$ cat config.mk
export PLATFORM = sky130hd
export DESIGN_NAME = hazard_stall_ctrl
export DESIGN_NICKNAME = d
export VERILOG_FILES = /design/src/rtl/hazard_stall_ctrl.sv
export SDC_FILE = /design/constraint.sdc
export NUM_CORES = 1
export LEC_CHECK = 0
export ABC_CLOCK_PERIOD_IN_PS = 2500
export CAP_MARGIN = 20
export CORE_UTILIZATION = 53
export CTS_BUF_LIST = sky130_fd_sc_hd__clkbuf_4
export CTS_CLUSTER_DIAMETER = 100
export DETAILED_ROUTE_END_ITERATION = 10
export GPL_ROUTABILITY_DRIVEN = 0
export PLACE_DENSITY = 0.86
export SYNTH_ARGS = -nofsm -noshare
export SYNTH_HDL_FRONTEND = slang
export SYNTH_SLANG_ARGS = --single-unit
$ cat constraint.sdc
create_clock -name clk -period 2.5 [get_ports clk]
set_input_delay 0.375 -clock clk [delete_from_list [all_inputs] [get_ports clk]]
set_output_delay 0.375 -clock clk [all_outputs]
set_load 0.005 [all_outputs]
$ cat src/rtl/hazard_stall_ctrl.sv
// hazard_stall_ctrl: pipeline sequencer for a 5-stage datapath without forwarding.
// A 3-entry scoreboard of in-flight register writes (EX, MEM, WB) detects RAW
// hazards against the instruction in ID. On a hazard, IF/ID is frozen and a
// bubble goes into ID/EX. A MEM-stage redirect flushes the younger stages.
// Statistics counters and a consecutive-stall watchdog are kept alongside.
module hazard_stall_ctrl #(
   parameter int REG_W      = 6,
   parameter int WB_BYPASS  = 0,
   parameter int R0_IS_ZERO = 1,
   parameter int MAX_STALL  = 7,
   parameter int CNT_W      = 16
) (
   input  logic             clk,
   input  logic             rst_n,
   input  logic             id_valid,
   input  logic [REG_W-1:0] id_rs,
   input  logic [REG_W-1:0] id_rt,
   input  logic             id_uses_rs,
   input  logic             id_uses_rt,
   input  logic             id_reg_write,
   input  logic [REG_W-1:0] id_rd,
   input  logic             mem_redirect,
   output logic             pc_en,
   output logic             ifid_en,
   output logic             ifid_flush,
   output logic             idex_bubble,
   output logic             exmem_flush,
   output logic [1:0]       state,
   output logic [CNT_W-1:0] stall_cnt,
   output logic [CNT_W-1:0] flush_cnt,
   output logic             wdog_err
);

   typedef enum logic [1:0] {
      ST_RUN   = 2'b00,
      ST_STALL = 2'b01,
      ST_FLUSH = 2'b10
   } state_t;

   // The watchdog counter only has to count one past the limit before it saturates.
   localparam int WD_W = $clog2(MAX_STALL + 2);
   localparam logic [WD_W-1:0] WD_LIMIT = WD_W'(MAX_STALL);
   localparam logic [WD_W-1:0] WD_SAT   = WD_W'(MAX_STALL + 1);

   // Scoreboard entries: a valid flag plus the destination register.
   logic             sb_ex_v_reg,  sb_ex_v_next;
   logic [REG_W-1:0] sb_ex_rd_reg, sb_ex_rd_next;
   logic             sb_mem_v_reg, sb_mem_v_next;
   logic [REG_W-1:0] sb_mem_rd_reg, sb_mem_rd_next;
   logic             sb_wb_v_reg,  sb_wb_v_next;
   logic [REG_W-1:0] sb_wb_rd_reg, sb_wb_rd_next;

   state_t           state_reg, state_next;
   logic [CNT_W-1:0] stall_cnt_reg, stall_cnt_next;
   logic [CNT_W-1:0] flush_cnt_reg, flush_cnt_next;
   logic [WD_W-1:0]  wdog_cnt_reg, wdog_cnt_next;
   logic             wdog_err_reg, wdog_err_next;

   logic rs_match;
   logic rt_match;
   logic haz;
   logic redirect;
   logic stall_cycle;

   function automatic logic entry_hit(input logic v, input logic [REG_W-1:0] rd,
                                      input logic [REG_W-1:0] r);
      return v && (rd == r);
   endfunction

   // Register 0 is hard-wired, so reading it never depends on an older write.
   assign rs_match = !((R0_IS_ZERO != 0) && (id_rs == '0)) &&
                     (entry_hit(sb_ex_v_reg, sb_ex_rd_reg, id_rs) ||
                      entry_hit(sb_mem_v_reg, sb_mem_rd_reg, id_rs) ||
                      ((WB_BYPASS == 0) && entry_hit(sb_wb_v_reg, sb_wb_rd_reg, id_rs)));

   assign rt_match = !((R0_IS_ZERO != 0) && (id_rt == '0)) &&
                     (entry_hit(sb_ex_v_reg, sb_ex_rd_reg, id_rt) ||
                      entry_hit(sb_mem_v_reg, sb_mem_rd_reg, id_rt) ||
                      ((WB_BYPASS == 0) && entry_hit(sb_wb_v_reg, sb_wb_rd_reg, id_rt)));

   assign haz         = id_valid & ((id_uses_rs & rs_match) | (id_uses_rt & rt_match));
   assign redirect    = mem_redirect;
   assign stall_cycle = haz & ~redirect;

   // Pipeline control outputs: redirect beats hazard beats run; reset forces a safe idle.
   always_comb begin
      pc_en       = 1'b1;
      ifid_en     = 1'b1;
      ifid_flush  = 1'b0;
      idex_bubble = 1'b0;
      exmem_flush = 1'b0;
      if (redirect) begin
         ifid_flush  = 1'b1;
         idex_bubble = 1'b1;
         exmem_flush = 1'b1;
      end else if (haz) begin
         pc_en       = 1'b0;
         ifid_en     = 1'b0;
         idex_bubble = 1'b1;
      end
      if (!rst_n) begin
         pc_en       = 1'b0;
         ifid_en     = 1'b0;
         ifid_flush  = 1'b1;
         idex_bubble = 1'b1;
         exmem_flush = 1'b1;
      end
   end

   // Next scoreboard, state, counters and watchdog.
   always_comb begin
      sb_wb_v_next   = sb_mem_v_reg;
      sb_wb_rd_next  = sb_mem_rd_reg;
      sb_mem_v_next  = sb_ex_v_reg;
      sb_mem_rd_next = sb_ex_rd_reg;
      sb_ex_v_next   = 1'b0;
      sb_ex_rd_next  = sb_ex_rd_reg;
      state_next     = ST_RUN;
      stall_cnt_next = stall_cnt_reg;
      flush_cnt_next = flush_cnt_reg;
      wdog_cnt_next  = '0;
      wdog_err_next  = wdog_err_reg;

      if (redirect) begin
         // The instruction in EX is squashed along with the younger ones.
         sb_mem_v_next = 1'b0;
         state_next    = ST_FLUSH;
         if (flush_cnt_reg != '1)
            flush_cnt_next = flush_cnt_reg + CNT_W'(1);
      end else if (haz) begin
         state_next = ST_STALL;
         if (stall_cnt_reg != '1)
            stall_cnt_next = stall_cnt_reg + CNT_W'(1);
         wdog_cnt_next = (wdog_cnt_reg == WD_SAT) ? wdog_cnt_reg : wdog_cnt_reg + WD_W'(1);
         // The incremented count exceeds the limit exactly when the old one reached it.
         if (wdog_cnt_reg >= WD_LIMIT)
            wdog_err_next = 1'b1;
      end else begin
         sb_ex_v_next  = id_valid & id_reg_write & ~((R0_IS_ZERO != 0) && (id_rd == '0));
         sb_ex_rd_next = id_rd;
      end
   end

   // State registers with asynchronous active-low reset.
   always_ff @(posedge clk or negedge rst_n) begin
      if (!rst_n) begin
         sb_ex_v_reg   <= 1'b0;
         sb_ex_rd_reg  <= '0;
         sb_mem_v_reg  <= 1'b0;
         sb_mem_rd_reg <= '0;
         sb_wb_v_reg   <= 1'b0;
         sb_wb_rd_reg  <= '0;
         state_reg     <= ST_RUN;
         stall_cnt_reg <= '0;
         flush_cnt_reg <= '0;
         wdog_cnt_reg  <= '0;
         wdog_err_reg  <= 1'b0;
      end else begin
         sb_ex_v_reg   <= sb_ex_v_next;
         sb_ex_rd_reg  <= sb_ex_rd_next;
         sb_mem_v_reg  <= sb_mem_v_next;
         sb_mem_rd_reg <= sb_mem_rd_next;
         sb_wb_v_reg   <= sb_wb_v_next;
         sb_wb_rd_reg  <= sb_wb_rd_next;
         state_reg     <= state_next;
         stall_cnt_reg <= stall_cnt_next;
         flush_cnt_reg <= flush_cnt_next;
         wdog_cnt_reg  <= wdog_cnt_next;
         wdog_err_reg  <= wdog_err_next;
      end
   end

   assign state     = state_reg;
   assign stall_cnt = stall_cnt_reg;
   assign flush_cnt = flush_cnt_reg;
   assign wdog_err  = wdog_err_reg;

endmodule

* Word-level counts from Yosys, hierarchy flattened
Index checks and enable logic that the tools add are counted.
** Word-level totals
- Flip-flop bits (word level) :: 60
- Word-level logic and storage cells :: 71
- Output and inout port bits :: 40
** Cells by class
- Order comparisons :: 1
- Reduce and logical (&&, ||, !) cells :: 21
- $add $sub $neg :: 3
- Eq/ne operators :: 10
- Mux-type cells :: 16
- Bitwise logic cells :: 9
** Operators by type and width (number)
- 6-bit == test :: 6
- 16-bit by 1-bit adder with 16-bit output (second input constant) :: 2
- 16-bit inequality test (second input constant) :: 2
- 6-bit zero test :: 3
- 1-bit 2-to-1 mux :: 12
- 4-bit 2-to-1 mux :: 3
- 1-bit logical AND :: 8
- 3-bit AND reduction :: 2
- 1-bit AND :: 5
- 4-bit by 1-bit adder with 4-bit output (second input constant) :: 1
- 4-bit == test (second input constant) :: 1
- 4-bit by 3-bit greater-or-equal comparator with 1-bit output (second input constant) :: 1
- 1-bit logical OR :: 4
- 2-bit AND reduction :: 2
- 3-bit inequality test (second input constant) :: 1
- 1-bit NOT :: 3
- 1-bit zero test :: 2
- 2-bit 2-to-1 mux :: 1
- 1-bit bitwise OR :: 1

* Depth between registers and ports, before layout
Gate-level depths: netlist of the first run.
- Word-level depth :: 11
- Mapped depth :: 8
- Mapped depth without buffers :: 6

* Worst setup path before layout of the first run
OpenSTA, ideal clock, no wires.
- Path kind :: in2out
- From :: input id_rs[0]
- To :: output pc_en
- Slack :: 0.283 ns
- Data arrival time :: 1.842 ns
- Stages on the path :: 7
- Buffers on the path :: 2
- Data required time :: 2.125 ns
- Cells stage by stage :: or4_1 -> o31a_1 -> o31ai_2 -> buf_6 -> a21oi_1 -> nor2b_1 -> buf_4
** On the way
- Cells in the longest elaborated chain, start to end :: 11
** RTL lines
- from (decl) :: RTL line 16 : input logic [REG_W-1:0] id_rs,
- 6-bit == test :: RTL line 67 : return v && (rd == r);
- 1-bit logical AND :: RTL line 67
- 1-bit logical OR :: RTL line 72 : (entry_hit(sb_ex_v_reg, sb_ex_rd_reg, id_rs) ||
- 1-bit logical OR :: RTL line 73 : entry_hit(sb_mem_v_reg, sb_mem_rd_reg, id_rs) ||
- 1-bit logical AND (*) :: RTL line 71 : assign rs_match = !((R0_IS_ZERO != 0) && (id_rs == '0)) &&
- 1-bit AND (*) :: RTL line 81 : assign haz = id_valid & ((id_uses_rs & rs_match) | (id_uses_rt & rt_match));
- 1-bit bitwise OR (*) :: RTL line 81
- 1-bit AND (*) :: RTL line 81
- 1-bit 2-to-1 mux (*) (3 in a row)
- to (decl) :: RTL line 23 : output logic pc_en,
Every way passes the cells marked *; elsewhere a longest branch is shown, timed or not.

* Final worst setup path of the first run
- From :: register sb_ex_rd_reg[3]
- To :: output pc_en
** On the way
- Cells in the longest elaborated chain, start to end :: 11
** RTL lines
- from (decl) :: RTL line 47 : logic [REG_W-1:0] sb_ex_rd_reg, sb_ex_rd_next;
- from (signal assigned) :: RTL line 160 : sb_ex_rd_reg <= sb_ex_rd_next;
- 6-bit == test :: RTL line 67
- 1-bit logical AND :: RTL line 67
- 1-bit logical OR (on tied branches) :: RTL line 72, 77
- 1-bit logical OR (on tied branches) :: RTL line 73, 78
- 1-bit logical AND (on tied branches) :: RTL line 71, 76
- 1-bit AND :: RTL line 81
- 1-bit bitwise OR (*) :: RTL line 81
- 1-bit AND (*) :: RTL line 81
- 1-bit 2-to-1 mux (*) :: RTL line 96 : end else if (haz) begin
- 1-bit 2-to-1 mux (*) :: RTL line 92 : if (redirect) begin
- 1-bit 2-to-1 mux (*) :: RTL line 101 : if (!rst_n) begin
Marks and branches as above.

==> results of run 1 <==
## worst paths after layout
check	to	depth (start not counted)	slack (ns)
hold / removal	state[1]$_DFF_PN0_	2	0.16
hold reg to reg	sb_mem_rd_reg[3]$_DFF_PN0_	0	0.45
max in group asynchronous	sb_ex_rd_reg[2]$_DFFE_PN0P_	2	1.77
setup / recovery	pc_en	9	-0.07
min in group clk	sb_mem_rd_reg[3]$_DFF_PN0_	0	0.45
setup reg to reg	stall_cnt[15]$_DFFE_PN0P_	11	0.06
## routing by layer
metal	routed length [um]	global-route usage
met1	3510	0.345
met4	140	0.0945
met2	4540	0.478
met5	0	0
met3	427	0.0632
## through the flow
step	worst slack (ns)	instances
floorplan	0.283	287
detailed placement	-0.618	442
finish	-0.0684	470
global placement	-0.573	442
global route	-0.152	470
CTS	-0.0572	466
## timing repair
item	in CTS	in global routing
pin swaps	13	10
resized for setup	48	18
endpoints found under the setup margin	13	15
buffers inserted	9	5
## synth_stat cells, types with 2 or more instances
library cell | instances | share of area
dfrtp_1 | 60 | 0.47
xor2_1 | 37 | 0.10
xnor2_1 | 31 | 0.086
nand2_1 | 20 | 0.024
nand3_1 | 18 | 0.028
nand4_1 | 11 | 0.022
nor2_1 | 10 | 0.012
a211oi_1 | 7 | 0.017
inv_1 | 7 | 0.0083
a22oi_1 | 6 | 0.014
nand4b_1 | 6 | 0.017
nor4_1 | 6 | 0.012
o211ai_1 | 6 | 0.014
buf_2 | 5 | 0.0079
ha_1 | 4 | 0.016
nor3_1 | 4 | 0.0063
or4_1 | 4 | 0.0095
a2111oi_0 | 3 | 0.0083
a2111oi_2 | 3 | 0.014
a21o_1 | 3 | 0.0071
nor2b_1 | 3 | 0.0059
o31a_1 | 3 | 0.0083
a21oi_1 | 2 | 0.0032
and3_1 | 2 | 0.0040
and4_1 | 2 | 0.0055
buf_4 | 2 | 0.0047
buf_6 | 2 | 0.0071
clkbuf_1 | 2 | 0.0024
nand2b_1 | 2 | 0.0040
nand3_2 | 2 | 0.0063
o31ai_2 | 2 | 0.0079
## cell type report
cell class,instances,area share
multi-input cells,209,0.398
flip-flops and latches,60,0.336
repair buffers,107,0.212
well taps,72,0.0201
clock buffers,11,0.0184
clock inverters,4,0.00921
inverters,7,0.00586
## power by group through the flow
stage	registers, uW	logic [uW]	clock network (uW)
floorplan	1170	195	0
global placement	1190	429	0
detailed placement	1190	442	0
CTS	1180	472	657
global route	1190	556	714
finish	1180	510	659
## logic make-up (layout without fill, tap and decap cells)
| kind of cell | Yosys count | after routing |
|---|---|---|
| fa+ha+maj | 4 | 4 |
| buf+inv | 18 | 129 |
| xor+xnor | 68 | 68 |
| simple gates | 95 | 95 |
| flops | 60 | 60 |
| mux | 1 | 1 |
| compound gates | 41 | 41 |
==> impl_metrics.env, run 1 <==
export IMPL_ant_nets=0
export IMPL_postPlaceCellArea_sq_um=4060
export IMPL_grt_pass1_vias=2799
export IMPL_syn_to_final_growth_pct=41.6
export IMPL_vias_per_cell=5.73
export IMPL_fp_dieW_um=79.3
export IMPL_syn_area_per_cell_sq_um=11.0
export IMPL_utilization=0.795
export IMPL_power_total_uw=2350
export IMPL_htreeDepth=3
export IMPL_synth_simple_gate_area_frac=0.167
export IMPL_cts_tree="built"
export IMPL_synth_nets=316
export IMPL_crit_buf_inv=3
export IMPL_max_slew_margin=0.487
export IMPL_status="finished with violations"
export IMPL_multi_input_area_sq_um=1780
export IMPL_final_area_sq_um=4480
export IMPL_dr_total_vias=2693
export IMPL_synth_cells=287
export IMPL_grt_pass1_wl_mm=13.2
export IMPL_dieArea_sq_um=6290
export IMPL_switchingPower_uw=690
export IMPL_grt_ovfl_total=0
export IMPL_grt_max_degree=61
export IMPL_cts_root_buf="clkbuf_4"
export IMPL_fmaxAchievable_ghz=0.389
export IMPL_row_count=27
export IMPL_critPathRequiredTime_ns=2.12
export IMPL_die_h_um=79.3
export IMPL_cts_buffer_depth=2
export IMPL_maxSlewViolCount=0
export IMPL_io_buffer_count=64
export IMPL_setup_violations_final=2
export IMPL_peakVddDrop_mv=0.536
export IMPL_drcViolationCount=0
export IMPL_crit_family="simple AND/OR/NAND/NOR gates"
export IMPL_core_area_sq_um=5640
export IMPL_end_kind="primary output"
export IMPL_hold_viol=0
export IMPL_crit_arrival_ns=2.19
export IMPL_worstSetupStartpoint="sb_ex_rd_reg[3]$_DFFE_PN0P_"
export IMPL_fin_tns_setup_ns=-0.133
export IMPL_p_seq_frac=0.502
export IMPL_synth_compound_area_frac=0.120
export IMPL_final_cell_mix="56 x dfrtp_1, 48 x clkdlybuf4s50_1, 37 x buf_4"
export IMPL_critical_path_most_common_cell="buf_6"
export IMPL_critPathMaxFanout=4
export IMPL_period_share=1.03
export IMPL_maxCapViolations=0
export IMPL_comb_power_share=0.217
export IMPL_yosys_warnings=0
export IMPL_synthFlopType="dfrtp_1"
export IMPL_diodes=0
export IMPL_final_nets=423
export IMPL_synth_cell_area_sq_um=3170
export IMPL_antenna_found_initial=0
export IMPL_io_pins=65
export IMPL_gr_usage_all_layers=0.279
export IMPL_yosysSeqAreaShare=0.474
export IMPL_synth_xor_area_share=0.188
export IMPL_period_minus_slack_ns=2.57
export IMPL_cell_internal_pwr_uw=1660
export IMPL_insertion_delay_ns=0.41
export IMPL_crit_type="flop to primary output"
export IMPL_fin_worst_skew_ns=0.0196
export IMPL_slowest_delay_ns=0.45
export IMPL_synth_top_family_by_area="XOR/XNOR gates"
export IMPL_power_frac_clock=0.281
export IMPL_r2r_start="sb_ex_rd_reg[1]$_DFFE_PN0P_"
export IMPL_swShare=0.294
export IMPL_routed_wl_mm=8.61
export IMPL_rsz0062_at_grt="true"
export IMPL_final_common_cell="dfrtp_1"
export IMPL_cts_buffers=9
export IMPL_synth_fa_ha_area_frac=0.0158
export IMPL_critical_path_slowest_cell="dfrtp_2"
export IMPL_cts_hold_buf=0
export IMPL_synthArstFlopShare=1.00
export IMPL_yosys_cell_types_count=43
export IMPL_dp_hpwl_mm=5.43
export IMPL_start_util=0.561
export IMPL_drive_above_1_share=0.241
export IMPL_ff_latch_area_sq_um=1510
export IMPL_first_iter_violations=133
export IMPL_synth_area_mux_share=0.00474
export IMPL_p_leak_uw=0.00193
export IMPL_violations="negative setup slack"
export IMPL_synth_edf_count=0
export IMPL_crit_path_start_kind="flop"
export IMPL_synth_seq_cells=60
export IMPL_power_density_nw_per_um2=524
export IMPL_fill_cells=333
export IMPL_max_slew_worst_pin_slew_ns=0.769
export IMPL_hold_class="primary input to asynchronous set/reset pin"
export IMPL_wire_per_inst_um=18.3
export IMPL_firstDrtPassIters=4
export IMPL_crit_chain="xnor2_1 > nand4_1 > nor4_4 > o31ai_4 > buf_6 > a21oi_4 > buf_6 > nor2b_4 > buf_2"
export IMPL_setup_slack_ns=-0.0684
export IMPL_cts_sinks=60
export IMPL_clk_pin_slew_ns=0.11
export IMPL_holdWs_ns=0.156
No activity file was read; power rests on OpenSTA's default activity.
==> run 2: changes to the inputs <==
- ABC_CLOCK_PERIOD_IN_PS: 2500 -> 2600
- clock period: 2.5 -> 2.6 ns (I/O delays scaled with it)
==> impl_metrics.env, run 2 (synthesis gave the netlist of run 1 again) <==
export IMPL_status="finished, final reports clean"
export IMPL_fmaxAchievable_ghz=0.393
export IMPL_cts_sinks=60
export IMPL_crit_buf_inv=3
export IMPL_placed_cells=438
export IMPL_fin_tns_setup_ns=0
export IMPL_antenna_found_initial=0
export IMPL_clk_pin_slew_ns=0.10
export IMPL_critical_path_slowest_cell="or4_1"
export IMPL_io_buffer_count=64
export IMPL_start_util=0.561
export IMPL_dr_total_vias=2693
export IMPL_htreeDepth=3
export IMPL_crit_family="simple AND/OR/NAND/NOR gates"
export IMPL_setup_violations_final=0
export IMPL_peakVddDrop_mv=0.468
export IMPL_met1_usage=0.363
export IMPL_cts_tree="built"
export IMPL_cts_buffers=9
export IMPL_gr_usage_all_layers=0.283
export IMPL_grt_pass1_wl_mm=13.2
export IMPL_core_area_sq_um=5640
export IMPL_end_kind="primary output"
export IMPL_die_h_um=79.3
export IMPL_crit_path_start_kind="primary input"
export IMPL_drive_above_1_share=0.223
export IMPL_gr_max_usage_layer="met2"
export IMPL_rsz0062_at_grt="true"
export IMPL_hold_class="primary input to asynchronous set/reset pin"
export IMPL_fin_worst_skew_ns=0.0156
export IMPL_grtUsageMet2=0.476
export IMPL_dieArea_sq_um=6290
export IMPL_slowest_delay_ns=0.55
export IMPL_cts_buffer_depth=2
export IMPL_final_nets=415
export IMPL_routed_wl_mm=8.40
export IMPL_critPathMaxFanout=2
export IMPL_dp_hpwl_mm=5.35
export IMPL_period_minus_slack_ns=2.55
export IMPL_holdWs_ns=0.170
export IMPL_row_count=27
export IMPL_cts_root_buf="clkbuf_4"
export IMPL_grt_max_degree=61
export IMPL_fp_dieW_um=79.3
export IMPL_final_common_cell="dfrtp_1"
export IMPL_ff_latch_area_sq_um=1510
export IMPL_final_cell_mix="57 x dfrtp_1, 48 x clkdlybuf4s50_1, 32 x xor2_1, 32 x buf_4, 29 x xnor2_1"
export IMPL_syn_to_final_growth_pct=38.9
export IMPL_insertion_delay_ns=0.41
export IMPL_crit_chain="dlygate4sd2_1 > or4_1 > o31a_1 > o31ai_4 > a21oi_2 > buf_4 > nor2b_4 > buf_2"
export IMPL_grt_ovfl_total=0
export IMPL_hold_viol=0
export IMPL_cts_hold_buf=0
export IMPL_maxCapViolations=0
export IMPL_maxSlewViolCount=0
export IMPL_wire_per_inst_um=18.1
export IMPL_final_area_sq_um=4400
export IMPL_dp_slack_ns=-0.536
export IMPL_ant_nets=0
export IMPL_max_slew_margin=0.505
export IMPL_vias_per_cell=5.82
export IMPL_instances_no_fill=463
export IMPL_grtUsageMet3=0.0437
export IMPL_critPathRequiredTime_ns=2.21
export IMPL_p_leak_uw=0.00188
export IMPL_diodes=0
export IMPL_setup_slack_ns=0.0524
export IMPL_io_pins=65
export IMPL_crit_type="primary input to primary output"
export IMPL_firstDrtPassIters=4
export IMPL_first_iter_violations=209
export IMPL_fill_cells=340
export IMPL_period_share=0.980
export IMPL_multi_input_area_sq_um=1750
export IMPL_grt_pass1_vias=2721
export IMPL_crit_arrival_ns=2.16
export IMPL_max_slew_worst_pin_slew_ns=0.742
export IMPL_drcViolationCount=0
export IMPL_power_density_nw_per_um2=513
export IMPL_postPlaceCellArea_sq_um=4050
run 2: cell count changes in the layout (fill, tap and decap cells not counted), moves of 2 or more:
cell / before / now
buf_4: 37 / 32
buf_6: 6 / 2
clkinv_2: 0 / 2
or4_1: 2 / 4
or4_4: 2 / 0
xnor2_1: 25 / 29
xnor2_2: 6 / 2
xor2_1: 36 / 32
xor2_2: 1 / 5
run 2: per-stage QoR:
| stage | total power, uW | util |
|---|---|---|
| detailed placement | 1570 | 0.717 |
| floorplan | 1320 | - |
| CTS | 2240 | 0.766 |
| finish | 2260 | 0.780 |
| global route | 2350 | 0.780 |
| global placement | 1550 | 0.717 |
run 2: what timing repair did:
item | CTS | global route
pin swaps | 12 | 13
setup endpoints to repair | 6 | 6
setup buffers | 9 | 1
gates cloned | 0 | 0
gates resized for setup | 35 | 20
run 2: worst paths after layout:
kind	start	to	slack [ns]	cells after the start
worst min-delay path	rst_n	wdog_err$_DFFE_PN0P_	0.17	2
max in group asynchronous	rst_n	sb_ex_rd_reg[2]$_DFFE_PN0P_	1.88	2
worst min register to register	sb_mem_v_reg$_DFF_PN0_	sb_wb_v_reg$_DFF_PN0_	0.44	0
min in group clk	sb_mem_v_reg$_DFF_PN0_	sb_wb_v_reg$_DFF_PN0_	0.44	0
worst max-delay path	id_rs[2]	ifid_en	0.05	8
worst max register to register	sb_mem_rd_reg[0]$_DFF_PN0_	stall_cnt[9]$_DFFE_PN0P_	0.07	10
run 2: final cells by class:
cell class,count,share of cell area
clock inverter,6,0.0125
multi-input combinational,209,0.399
timing repair buffer,99,0.203
sequential,60,0.342
clock buffer,10,0.0171
inverter,7,0.00597
tap,72,0.0205
run 2: metal layers:
layer	up-vias	part of all wire
li1	1237	-
met1	1331	0.41
met2	102	0.51
met3	23	0.051
met4	0	0.026
met5	-	0
run 2: report_power, final:
| part | leakage [uW] | total [uW] | switching [uW] | internal, uW |
|---|---|---|---|---|
| clock network | 0.0000712 | 643 | 349 | 295 |
| logic | 0.00105 | 481 | 211 | 269 |
| registers | 0.000763 | 1130 | 117 | 1020 |
| total | 0.00188 | 2260 | 677 | 1580 |
